[src/rtl/adder_share_pkg.sv]
// Shared types and helpers for the round-robin adder-sharing block.
package adder_share_pkg;

  typedef enum logic {
    ST_EMPTY,
    ST_FULL
  } state_e;

  // Wraps explicitly at nreq-1 so non-power-of-two requester counts work.
  function automatic int unsigned rr_next(input int unsigned ptr, input int unsigned nreq);
    return (ptr >= nreq - 1) ? 32'd0 : ptr + 32'd1;
  endfunction

endpackage

[src/rtl/carry_lookahead_adder.sv]
// Combinational WIDTH-bit adder built from generate/propagate terms.
module carry_lookahead_adder #(
  parameter int WIDTH = 8
) (
  input  logic [WIDTH-1:0] a_i,
  input  logic [WIDTH-1:0] b_i,
  input  logic             c_i,
  output logic [WIDTH-1:0] sum_o,
  output logic             c_o
);

  logic [WIDTH-1:0] gen;
  logic [WIDTH-1:0] prop;
  logic [WIDTH-1:0] carry;
  logic             cy;

  assign gen  = a_i & b_i;
  assign prop = a_i ^ b_i;

  // Each carry is a flat function of g/p terms once synthesis unrolls the loop.
  always_comb begin
    carry = '0;
    cy    = c_i;
    for (int i = 0; i < WIDTH; i++) begin
      carry[i] = cy;
      cy       = gen[i] | (prop[i] & cy);
    end
    c_o = cy;
  end

  assign sum_o = prop ^ carry;

endmodule

[src/rtl/rr_arbiter_pick.sv]
// Combinational round-robin pick: first valid index at or after ptr, wrapping.
module rr_arbiter_pick #(
  parameter  int NREQ = 4,
  localparam int ID_W = $clog2(NREQ)
) (
  input  logic [NREQ-1:0] valid_i,
  input  logic [ID_W-1:0] ptr_i,
  output logic [NREQ-1:0] grant_o,
  output logic [ID_W-1:0] grantIdx_o,
  output logic            anyValid_o
);

  int              pos;
  logic [ID_W-1:0] idx;
  logic            found;

  always_comb begin
    grant_o    = '0;
    grantIdx_o = '0;
    found      = 1'b0;
    pos        = 0;
    idx        = '0;
    for (int i = 0; i < NREQ; i++) begin
      pos = int'(ptr_i) + i;
      if (pos >= NREQ) pos = pos - NREQ;
      idx = ID_W'(pos);
      if (!found && valid_i[idx]) begin
        found        = 1'b1;
        grant_o[idx] = 1'b1;
        grantIdx_o   = idx;
      end
    end
  end

  assign anyValid_o = |valid_i;

endmodule

[src/rtl/adder_share_arbiter.sv]
// Round-robin sharing of one adder among NREQ requesters, with a single-entry
// registered response stage that can drain and refill on the same edge.
module adder_share_arbiter
  import adder_share_pkg::*;
#(
  parameter  int WIDTH = 8,
  parameter  int NREQ  = 4,
  parameter  int CNT_W = 16,
  localparam int ID_W  = $clog2(NREQ)
) (
  input  logic                  i_clk,
  input  logic                  i_rst,
  input  logic [NREQ-1:0]       i_req_valid,
  input  logic [NREQ*WIDTH-1:0] i_req_a,
  input  logic [NREQ*WIDTH-1:0] i_req_b,
  output logic [NREQ-1:0]       o_req_ready,
  output logic                  o_rsp_valid,
  output logic [ID_W-1:0]       o_rsp_id,
  output logic [WIDTH:0]        o_rsp_result,
  input  logic                  i_rsp_ready,
  output logic [CNT_W-1:0]      o_op_count
);

  state_e           state_q, state_d;
  logic [ID_W-1:0]  ptr_q, ptr_d;
  logic [ID_W-1:0]  rspId_q, rspId_d;
  logic [WIDTH:0]   rspResult_q, rspResult_d;
  logic [CNT_W-1:0] opCount_q, opCount_d;

  logic [NREQ-1:0]  grantOneHot;
  logic [ID_W-1:0]  grantIdx;
  logic             anyValid;
  logic             canAccept;
  logic             accept;
  logic             drain;
  logic [WIDTH-1:0] opA;
  logic [WIDTH-1:0] opB;
  logic [WIDTH-1:0] sum;
  logic             cout;

  rr_arbiter_pick #(
    .NREQ(NREQ)
  ) u_pick (
    .valid_i   (i_req_valid),
    .ptr_i     (ptr_q),
    .grant_o   (grantOneHot),
    .grantIdx_o(grantIdx),
    .anyValid_o(anyValid)
  );

  assign opA = i_req_a[int'(grantIdx)*WIDTH +: WIDTH];
  assign opB = i_req_b[int'(grantIdx)*WIDTH +: WIDTH];

  carry_lookahead_adder #(
    .WIDTH(WIDTH)
  ) u_adder (
    .a_i  (opA),
    .b_i  (opB),
    .c_i  (1'b0),
    .sum_o(sum),
    .c_o  (cout)
  );

  // The rsp_ready -> req_ready combinational path lets a full stage refill without a bubble.
  assign canAccept   = (state_q == ST_EMPTY) | i_rsp_ready;
  assign o_rsp_valid = (state_q == ST_FULL);

  always_comb begin
    o_req_ready = '0;
    if (!i_rst && anyValid && canAccept) o_req_ready = grantOneHot;
  end

  assign accept = |(i_req_valid & o_req_ready);
  assign drain  = o_rsp_valid & i_rsp_ready;

  always_comb begin
    state_d     = state_q;
    ptr_d       = ptr_q;
    rspId_d     = rspId_q;
    rspResult_d = rspResult_q;
    opCount_d   = opCount_q;
    if (accept) begin
      state_d     = ST_FULL;
      ptr_d       = ID_W'(rr_next(32'(grantIdx), NREQ));
      rspId_d     = grantIdx;
      rspResult_d = {cout, sum};
    end else if (drain) begin
      state_d = ST_EMPTY;
    end
    if (drain) opCount_d = opCount_q + CNT_W'(1);
  end

  always_ff @(posedge i_clk) begin
    if (i_rst) begin
      state_q     <= ST_EMPTY;
      ptr_q       <= '0;
      rspId_q     <= '0;
      rspResult_q <= '0;
      opCount_q   <= '0;
    end else begin
      state_q     <= state_d;
      ptr_q       <= ptr_d;
      rspId_q     <= rspId_d;
      rspResult_q <= rspResult_d;
      opCount_q   <= opCount_d;
    end
  end

  assign o_rsp_id     = rspId_q;
  assign o_rsp_result = rspResult_q;
  assign o_op_count   = opCount_q;

endmodule

[config.mk]
export PLATFORM = sky130hd
export DESIGN_NAME = adder_share_arbiter
export DESIGN_NICKNAME = d
export VERILOG_FILES = /design/src/rtl/adder_share_pkg.sv /design/src/rtl/carry_lookahead_adder.sv /design/src/rtl/rr_arbiter_pick.sv /design/src/rtl/adder_share_arbiter.sv
export SDC_FILE = /design/constraint.sdc
export NUM_CORES = 1
export LEC_CHECK = 0
export CAP_MARGIN = 20
export CORE_MARGIN = 2
export CORE_UTILIZATION = 50
export CTS_BUF_LIST = sky130_fd_sc_hd__clkbuf_4
export CTS_CLUSTER_DIAMETER = 150
export CTS_CLUSTER_SIZE = 25
export DETAILED_ROUTE_END_ITERATION = 10
export DONT_BUFFER_PORTS = 1
export PLACE_DENSITY = 0.62
export SLEW_MARGIN = 10
export SYNTH_ARGS = -nofsm -noshare
export SYNTH_HDL_FRONTEND = slang
export SYNTH_SLANG_ARGS = --single-unit
[constraint.sdc]
create_clock -name i_clk -period 6.94 [get_ports i_clk]
set_input_delay 1.388 -clock i_clk [delete_from_list [all_inputs] [get_ports i_clk]]
set_output_delay 1.388 -clock i_clk [all_outputs]
set_load 0.01 [all_outputs]
==> results of run 1 <==
-- worst reg2reg max path: cells and delay by family, from the launching register on --
| kind | cells | cell delay, ps |
|---|---|---|
| adder cells (fa/ha/maj) | 9 | 2940 |
| AO/OA/AOI/OAI | 5 | 1380 |
| flip-flops | 1 | 770 |
| buffers and inverters | 3 | 420 |
| AND/OR/NAND/NOR | 3 | 390 |
| multiplexers | 1 | 120 |
-- worst max path at each step --
stage              startpoint  slack, ps              end
5_1_grt              ptr_q[0]        430  o_rsp_result[7]
6_report             ptr_q[0]        870  o_rsp_result[7]
3_3_place_gp         ptr_q[0]       1090  o_rsp_result[7]
3_5_place_dp         ptr_q[0]        880  o_rsp_result[7]
2_1_floorplan  i_req_valid[2]       1140  o_rsp_result[7]
4_1_cts              ptr_q[0]        870  o_rsp_result[7]
-- logic make-up after synthesis --
logic type	Yosys count	synth area share, %
flip-flops	30	23.74
AO/OA/AOI/OAI	52	13.90
AND/OR/NAND/NOR	108	22.50
XOR/XNOR	15	5.193
adder cells (fa/ha/maj)	16	9.990
multiplexers	41	19.09
buffers and inverters	27	5.588
-- synthesized netlist by cell type, types with 2 or more instances --
cell type | count | area share [%]
nor2_1 | 26 | 3.9
nand3b_1 | 3 | 0.89
a211oi_1 | 10 | 3.0
mux2_2 | 10 | 4.5
a221o_1 | 2 | 0.79
dfxtp_1 | 30 | 24
clkbuf_1 | 9 | 1.3
xor2_1 | 11 | 3.8
buf_6 | 4 | 1.8
ha_1 | 9 | 4.5
nor3_1 | 4 | 0.79
o21ai_0 | 10 | 2.0
nand4_1 | 3 | 0.74
inv_1 | 5 | 0.74
and3_1 | 4 | 0.99
nand2_1 | 19 | 2.8
nor2b_1 | 17 | 4.2
and4_1 | 2 | 0.69
mux4_1 | 2 | 2.1
buf_2 | 8 | 1.6
a22oi_1 | 2 | 0.59
nand2b_1 | 16 | 4.0
nand3_1 | 5 | 0.99
a21oi_1 | 18 | 3.6
mux2i_1 | 25 | 9.9
xnor2_1 | 4 | 1.4
mux2_4 | 3 | 1.8
fa_1 | 7 | 5.5
a221oi_2 | 2 | 1.2
-- per-stage QoR --
step | hold slack (ps) | instances
floorplan | 492.7 | 289
global placement | 519.3 | 336
detailed placement | 524.2 | 336
CTS | 539.0 | 344
global route | 549.1 | 344
finish | 531.4 | 344
-- power groups by stage --
stage | logic (W) | registers [W] | clock network, W
4_1_cts | 0.000946 | 0.000243 | 0.000108
3_5_place_dp | 0.000946 | 0.000246 | 0
6_report | 0.000929 | 0.000242 | 0.000103
5_1_grt | 0.00107 | 0.000247 | 0.000115
3_3_place_gp | 0.000932 | 0.000246 | 0
2_1_floorplan | 0.000812 | 0.000230 | 0
-- state kept, by name (all words and copies together) (netlist names) --
signal	flops
o_rsp_valid	1
o_rsp_result	9
o_rsp_id	2
o_op_count	16
ptr_q	2
-- area by class of cell --
type	instances	area share (%)
inverter	5	0.7260
sequential	30	23.23
timing repair buffer	2	0.5808
tap	67	3.243
clock inverter	3	0.6292
multi-input combinational	232	70.14
clock buffer	5	1.452
-- per-layer routing --
metal  share of wire (%)  vias up  track usage (%)  wire length [µm]
met5                   0        -                0                 0
met2                  48       66            30.60              2469
li1                    -     1002                -                 -
met4                 1.5        0            6.043                78
met3                 6.3        6            4.685               329
met1                  44      903            24.77              2307
==> impl_metrics.csv, run 1 <==
group,metric,value,unit
route,first_pass_iters,4,
place,detailedPlacementHpwl,3864,µm
layout,area_delta_synth_final,2.176,%
logic_synthesis,synth_cell_type_count,48,
clocking,cts_hold_repair.buffers,0,
sta,maxSlewHeadroom,42.19,%
sta,finalHoldViolations,0,
logic_synthesis,postSynth.topFlopCell,"dfxtp_1",
clocking,clk_latency,330,ps
clocking,cts_tree,"built",
worst_setup_path,timing_worst_setup_path_type,"reg -> reg",
logic_synthesis,postSynth.asyncResetShare,0,%
clocking,cts_num_sinks,30,
layout,leading_cell_types_in_the_layout_fill_and_taps_excluded,"30 x dfxtp_1, 26 x nor2_1, 25 x mux2i_1",
sta,rsz0062_at_grt,"no",
place,dp_slack,876.5,ps
logic_synthesis,syn_avg_cell_area,8.754,µm²
worst_setup_path,critical_path.most_common_cell,"fa_1",
floorplan,placement_rows,25,
layout,post_route_core_utilization,54.01,%
power_and_ir_drop,p_switching,0.0006106,W
floorplan,floorplan.core_area,0.004786,mm²
layout,multi_input_comb_area,0.001813,mm²
worst_setup_path,worstPathRequired,7200,ps
route,detailedRoute.firstIterationViolations,99,
worst_setup_path,worst_path_largest_cell_delay,780,ps
worst_setup_path,crit_slowest_cell,"a221oi_4",
global_route,grt_usage,18.87,%
clocking,cts_resized,0,
place,placement.io_buffers,0,
logic_synthesis,yosys_register_bits,30,
global_route,initial_antenna_violation_count,0,
clocking,cts_inserted_buffers,5,
floorplan,boundaryPins,103,
route,route.detailed.vias_per_inst,5.747,
run_status,status,"completed",
global_route,maximum_number_of_pins_on_one_net_before_global_route_repair,44,
flow_run,max_cap_viol_count,0,
sta,finalSetupTns,0,ps
power_and_ir_drop,p_clk_share,8.1,%
worst_setup_path,worstSetupPathDepth,21,
power_and_ir_drop,power_frac_seq,19.0,%
floorplan,die-height,75.13,µm
route,antenna_left,0,
worst_setup_path,worstSetupStartpointType,"flop",
worst_setup_path,cpLargestDelayFamily,"adder cells",
sta,setup_slack,870.2,ps
hold_path,hold_path_startpoint,"o_rsp_result[0]",
hold_path,worstHoldEndpoint,"o_rsp_result[0]",
sta,timing.final.crit_share,87.46,%
floorplan,initial_utilization,52.86,%
worst_setup_path,crit_reg_reg_endpoint,"o_rsp_result[7]",
worst_setup_path,arrival,6320,ps
power_and_ir_drop,p_int,0.0006636,W
power_and_ir_drop,total_power,0.001274,W
place,dpl-instance-area,0.002531,mm²
logic_synthesis,synth-seq-area-share,23.74,%
clocking,clock_tree.root_cell,"clkbuf_4",
clocking,cts.htree.levels,2,
route,drcViolationCount,0,
hold_path,hold_path_depth,2,
logic_synthesis,synthesis.nets,376,
sta,worst_slew_pin_slew,867.1,ps
clocking,cts_setup_buffers,0,
logic_synthesis,postSynthCellCount,289,
layout,fillCellCount,459,
layout,drive_gt1_share,10.83,%
logic_synthesis,synth_area,0.002530,mm²
worst_setup_path,crit_chain,"inv_1 > ha_1 > nand2b_1 > a21oi_1 > o21ai_0 > a221oi_4 > nor2b_1 > a211oi_1 > a21oi_1 > ha_1 > fa_1 > fa_1 > fa_1 > inv_1 > fa_1 > fa_1 > fa_1 > inv_1 > fa_1 > nand2b_1 > mux2i_1",
worst_setup_path,ff2ff_setup_slack,870,ps
layout,final_net_count,363,
floorplan,die_area,0.005645,mm²
hold_path,hold_path.class,"reg -> reg",
power_and_ir_drop,switching_share,47.92,%
layout,n_antenna_cell,0,
global_route,grt_first_pass_wirelength,8197,µm
logic_synthesis,synth.yosys.warnings,0,
global_route,grt_remaining_overflow,0,
worst_setup_path,worstSetupEndpointType,"flop",
clocking,cts.clk_slew.worst_paths,90,ps
sta,post-route-min-period,6070,ps
layout,sequential_cell_area,600.6,µm²
layout,design_area,0.002585,mm²
sta,finalMaxSlewViolations,0,
worst_setup_path,critical_path_buf_inv_count,3,
clocking,clock_tree.buffer_depth,2,
worst_setup_path,critical_path.max_fanout,19,
route,wl_per_cell,15.07,µm
power_and_ir_drop,combinationalPowerShare,72.9,%
sta,setup-violations-final,0,
logic_synthesis,synth_enable_flop_cells,0,
power_and_ir_drop,p_leak,1.006,nW
power_and_ir_drop,vdd_drop_max,0.3719,mV
power_and_ir_drop,powerDensity,492.9,mW/mm²
sta,fmax,0.1647,GHz
global_route,first_global_vias,1788,
route,wl,5185,µm
sta,finClkSkew,16.74,ps
floorplan,die-width,75.13,µm
place,gp_congestion,0.8850,
route,routed-via-count,1977,
layout,most_common_cell_after_layout_fill_and_taps_aside,"dfxtp_1",
worst_setup_path,rr_startpoint,"ptr_q[0]",
worst_setup_path,worstRegToRegCells,21,
Power figures use the tool's default switching activity.
==> run 2, diff against run 1 <==
--- a/config.mk
+++ b/config.mk
@@ -8,7 +8,7 @@
 export CAP_MARGIN = 20
 export CORE_MARGIN = 2
 export CORE_UTILIZATION = 50
-export CTS_BUF_LIST = sky130_fd_sc_hd__clkbuf_4
+export CTS_BUF_LIST = sky130_fd_sc_hd__clkbuf_8
 export CTS_CLUSTER_DIAMETER = 150
 export CTS_CLUSTER_SIZE = 25
 export DETAILED_ROUTE_END_ITERATION = 10
==> impl_metrics.csv, run 2 (synthesis results as in run 1) <==
group,metric,value,unit
layout,fillCellCount,455,
worst_setup_path,ff2ff_setup_slack,860,ps
layout,n_antenna_cell,0,
sta,post-route-min-period,6082,ps
global_route,grtUsageMet2,31.48,%
sta,worst_slew_pin_slew,867.2,ps
clocking,cts_num_sinks,30,
sta,rsz0062_at_grt,"no",
sta,finalSetupTns,0,ps
clocking,clock_tree.root_cell,"clkbuf_8",
power_and_ir_drop,power_frac_seq,18.3,%
worst_setup_path,critical_path.most_common_cell,"fa_1",
route,route.detailed.vias_per_inst,5.701,
power_and_ir_drop,p_leak,1.025,nW
clocking,cts_tree,"built",
power_and_ir_drop,p_int,0.0007059,W
global_route,grt_usage,19.12,%
route,wl_per_cell,15.28,µm
route,first_pass_iters,4,
floorplan,placement_rows,25,
layout,leading_cell_types_in_the_layout_fill_and_taps_excluded,"30 x dfxtp_1, 26 x nor2_1, 25 x mux2i_1",
sta,finalHoldViolations,0,
worst_setup_path,worstSetupEndpointType,"flop",
sta,finalHoldWorstSlack,527.8,ps
layout,final_net_count,363,
route,drcViolationCount,0,
layout,drive_gt1_share,11.19,%
place,detailedPlacementHpwl,3864,µm
floorplan,boundaryPins,103,
place,dpl-instance-area,0.002531,mm²
sta,maxSlewHeadroom,42.19,%
worst_setup_path,critical_path.max_fanout,19,
clocking,cts.clk_slew.worst_paths,70,ps
power_and_ir_drop,powerDensity,503.3,mW/mm²
layout,design_area,0.002626,mm²
worst_setup_path,worstPathRequired,7150,ps
place,placement.io_buffers,0,
floorplan,die-height,75.13,µm
worst_setup_path,arrival,6290,ps
clocking,cts_hold_repair.buffers,0,
layout,most_common_cell_after_layout_fill_and_taps_aside,"dfxtp_1",
clocking,cts_inserted_buffers,5,
floorplan,die-width,75.13,µm
run_status,status,"completed",
clocking,clock_tree.buffer_depth,2,
clocking,cts_setup_buffers,0,
power_and_ir_drop,switching_share,46.60,%
global_route,first_global_vias,1787,
global_route,maximum_number_of_pins_on_one_net_before_global_route_repair,44,
power_and_ir_drop,combinationalPowerShare,70.3,%
route,routed-via-count,1961,
global_route,grt_remaining_overflow,0,
power_and_ir_drop,p_clk_share,11.4,%
floorplan,floorplan.core_area,0.004786,mm²
power_and_ir_drop,p_switching,0.0006160,W
sta,finalMaxSlewViolations,0,
worst_setup_path,crit_chain,"inv_1 > ha_1 > nand2b_1 > a21oi_1 > o21ai_0 > a221oi_4 > nor2b_1 > a211oi_1 > a21oi_1 > ha_1 > fa_1 > fa_1 > fa_1 > inv_1 > fa_1 > fa_1 > fa_1 > inv_1 > fa_1 > nand2b_1 > mux2i_1",
layout,largest_register_ff_count,16,
power_and_ir_drop,total_power,0.001322,W
route,antenna_left,0,
global_route,initial_antenna_violation_count,0,
global_route,global_route.usage.met1,24.86,%
clocking,cts_resized,0,
floorplan,initial_utilization,52.86,%
global_route,grt_first_pass_wirelength,8280,µm
worst_setup_path,worst_path_largest_cell_delay,780,ps
sta,timing.final.crit_share,87.64,%
clocking,clk_latency,290,ps
sta,finClkSkew,14.44,ps
global_route,grt.met3_usage,4.685,%
route,wl,5256,µm
place,gp_congestion,0.8850,
worst_setup_path,timing_worst_setup_path_type,"reg -> reg",
worst_setup_path,crit_slowest_cell,"a221oi_4",
global_route,grt-busiest-layer,"met2",
clocking,cts.htree.levels,2,
sta,fmax,0.1644,GHz
worst_setup_path,worstSetupStartpointType,"flop",
power_and_ir_drop,vdd_drop_max,0.3653,mV
sta,setup-violations-final,0,
route,detailedRoute.firstIterationViolations,97,
layout,area_delta_synth_final,3.808,%
floorplan,die_area,0.005645,mm²
hold_path,hold_path.class,"reg -> reg",
flow_run,max_cap_viol_count,0,
[run 2: layer usage]
metal  share of wire [%]  wire length, µm
met1                  44             2333
met3                 6.4              336
met4                0.68               36
met5                   0                0
met2                  49             2550
[run 2: final cells by class]
type | count | area, µm² | area share [%]
inverters | 5 | 18.77 | 0.7146
clock inverters | 2 | 12.51 | 0.4764
clock buffers | 6 | 82.58 | 3.144
flip-flops and latches | 30 | 600.6 | 22.87
multi-input cells | 232 | 1813 | 69.03
repair buffers | 2 | 15.01 | 0.5717
well taps | 67 | 83.83 | 3.192
[run 2: worst paths after layout]
check	from	to	cells past startpoint
hold / removal	o_rsp_result[0]	o_rsp_result[0]	2
setup reg to reg	ptr_q[0]	o_rsp_result[7]	21
setup / recovery	ptr_q[0]	o_rsp_result[7]	21
hold reg to reg	o_rsp_result[0]	o_rsp_result[0]	2
[run 2: power groups by stage]
stage               combinational, W  clock [W]  sequential, W
finish                      0.000929   0.000150       0.000242
global route                 0.00107   0.000163       0.000247
CTS                         0.000946   0.000156       0.000243
detailed placement          0.000946          0       0.000246
global placement            0.000932          0       0.000246
floorplan                   0.000812          0       0.000230
[run 2: critical path: cells and delay by family, from the launching register on]
kind                       cells  cell delay (ps)
and+or+nand+nor                3              380
DFF                            1              760
adders and majority gates      9             2950
AOI/OAI and AO/OA              5             1390
muxes                          1              120
buffers and inverters          3              420
[run 2: through the flow]
step	utilization (%)	setup WS, ps	instances
after floorplan	-	1138	289
after global placement	52.89	1091	336
after detailed placement	52.89	876.5	336
after CTS	54.88	869.5	344
after global routing	54.88	438.7	344
final	54.88	858.0	344
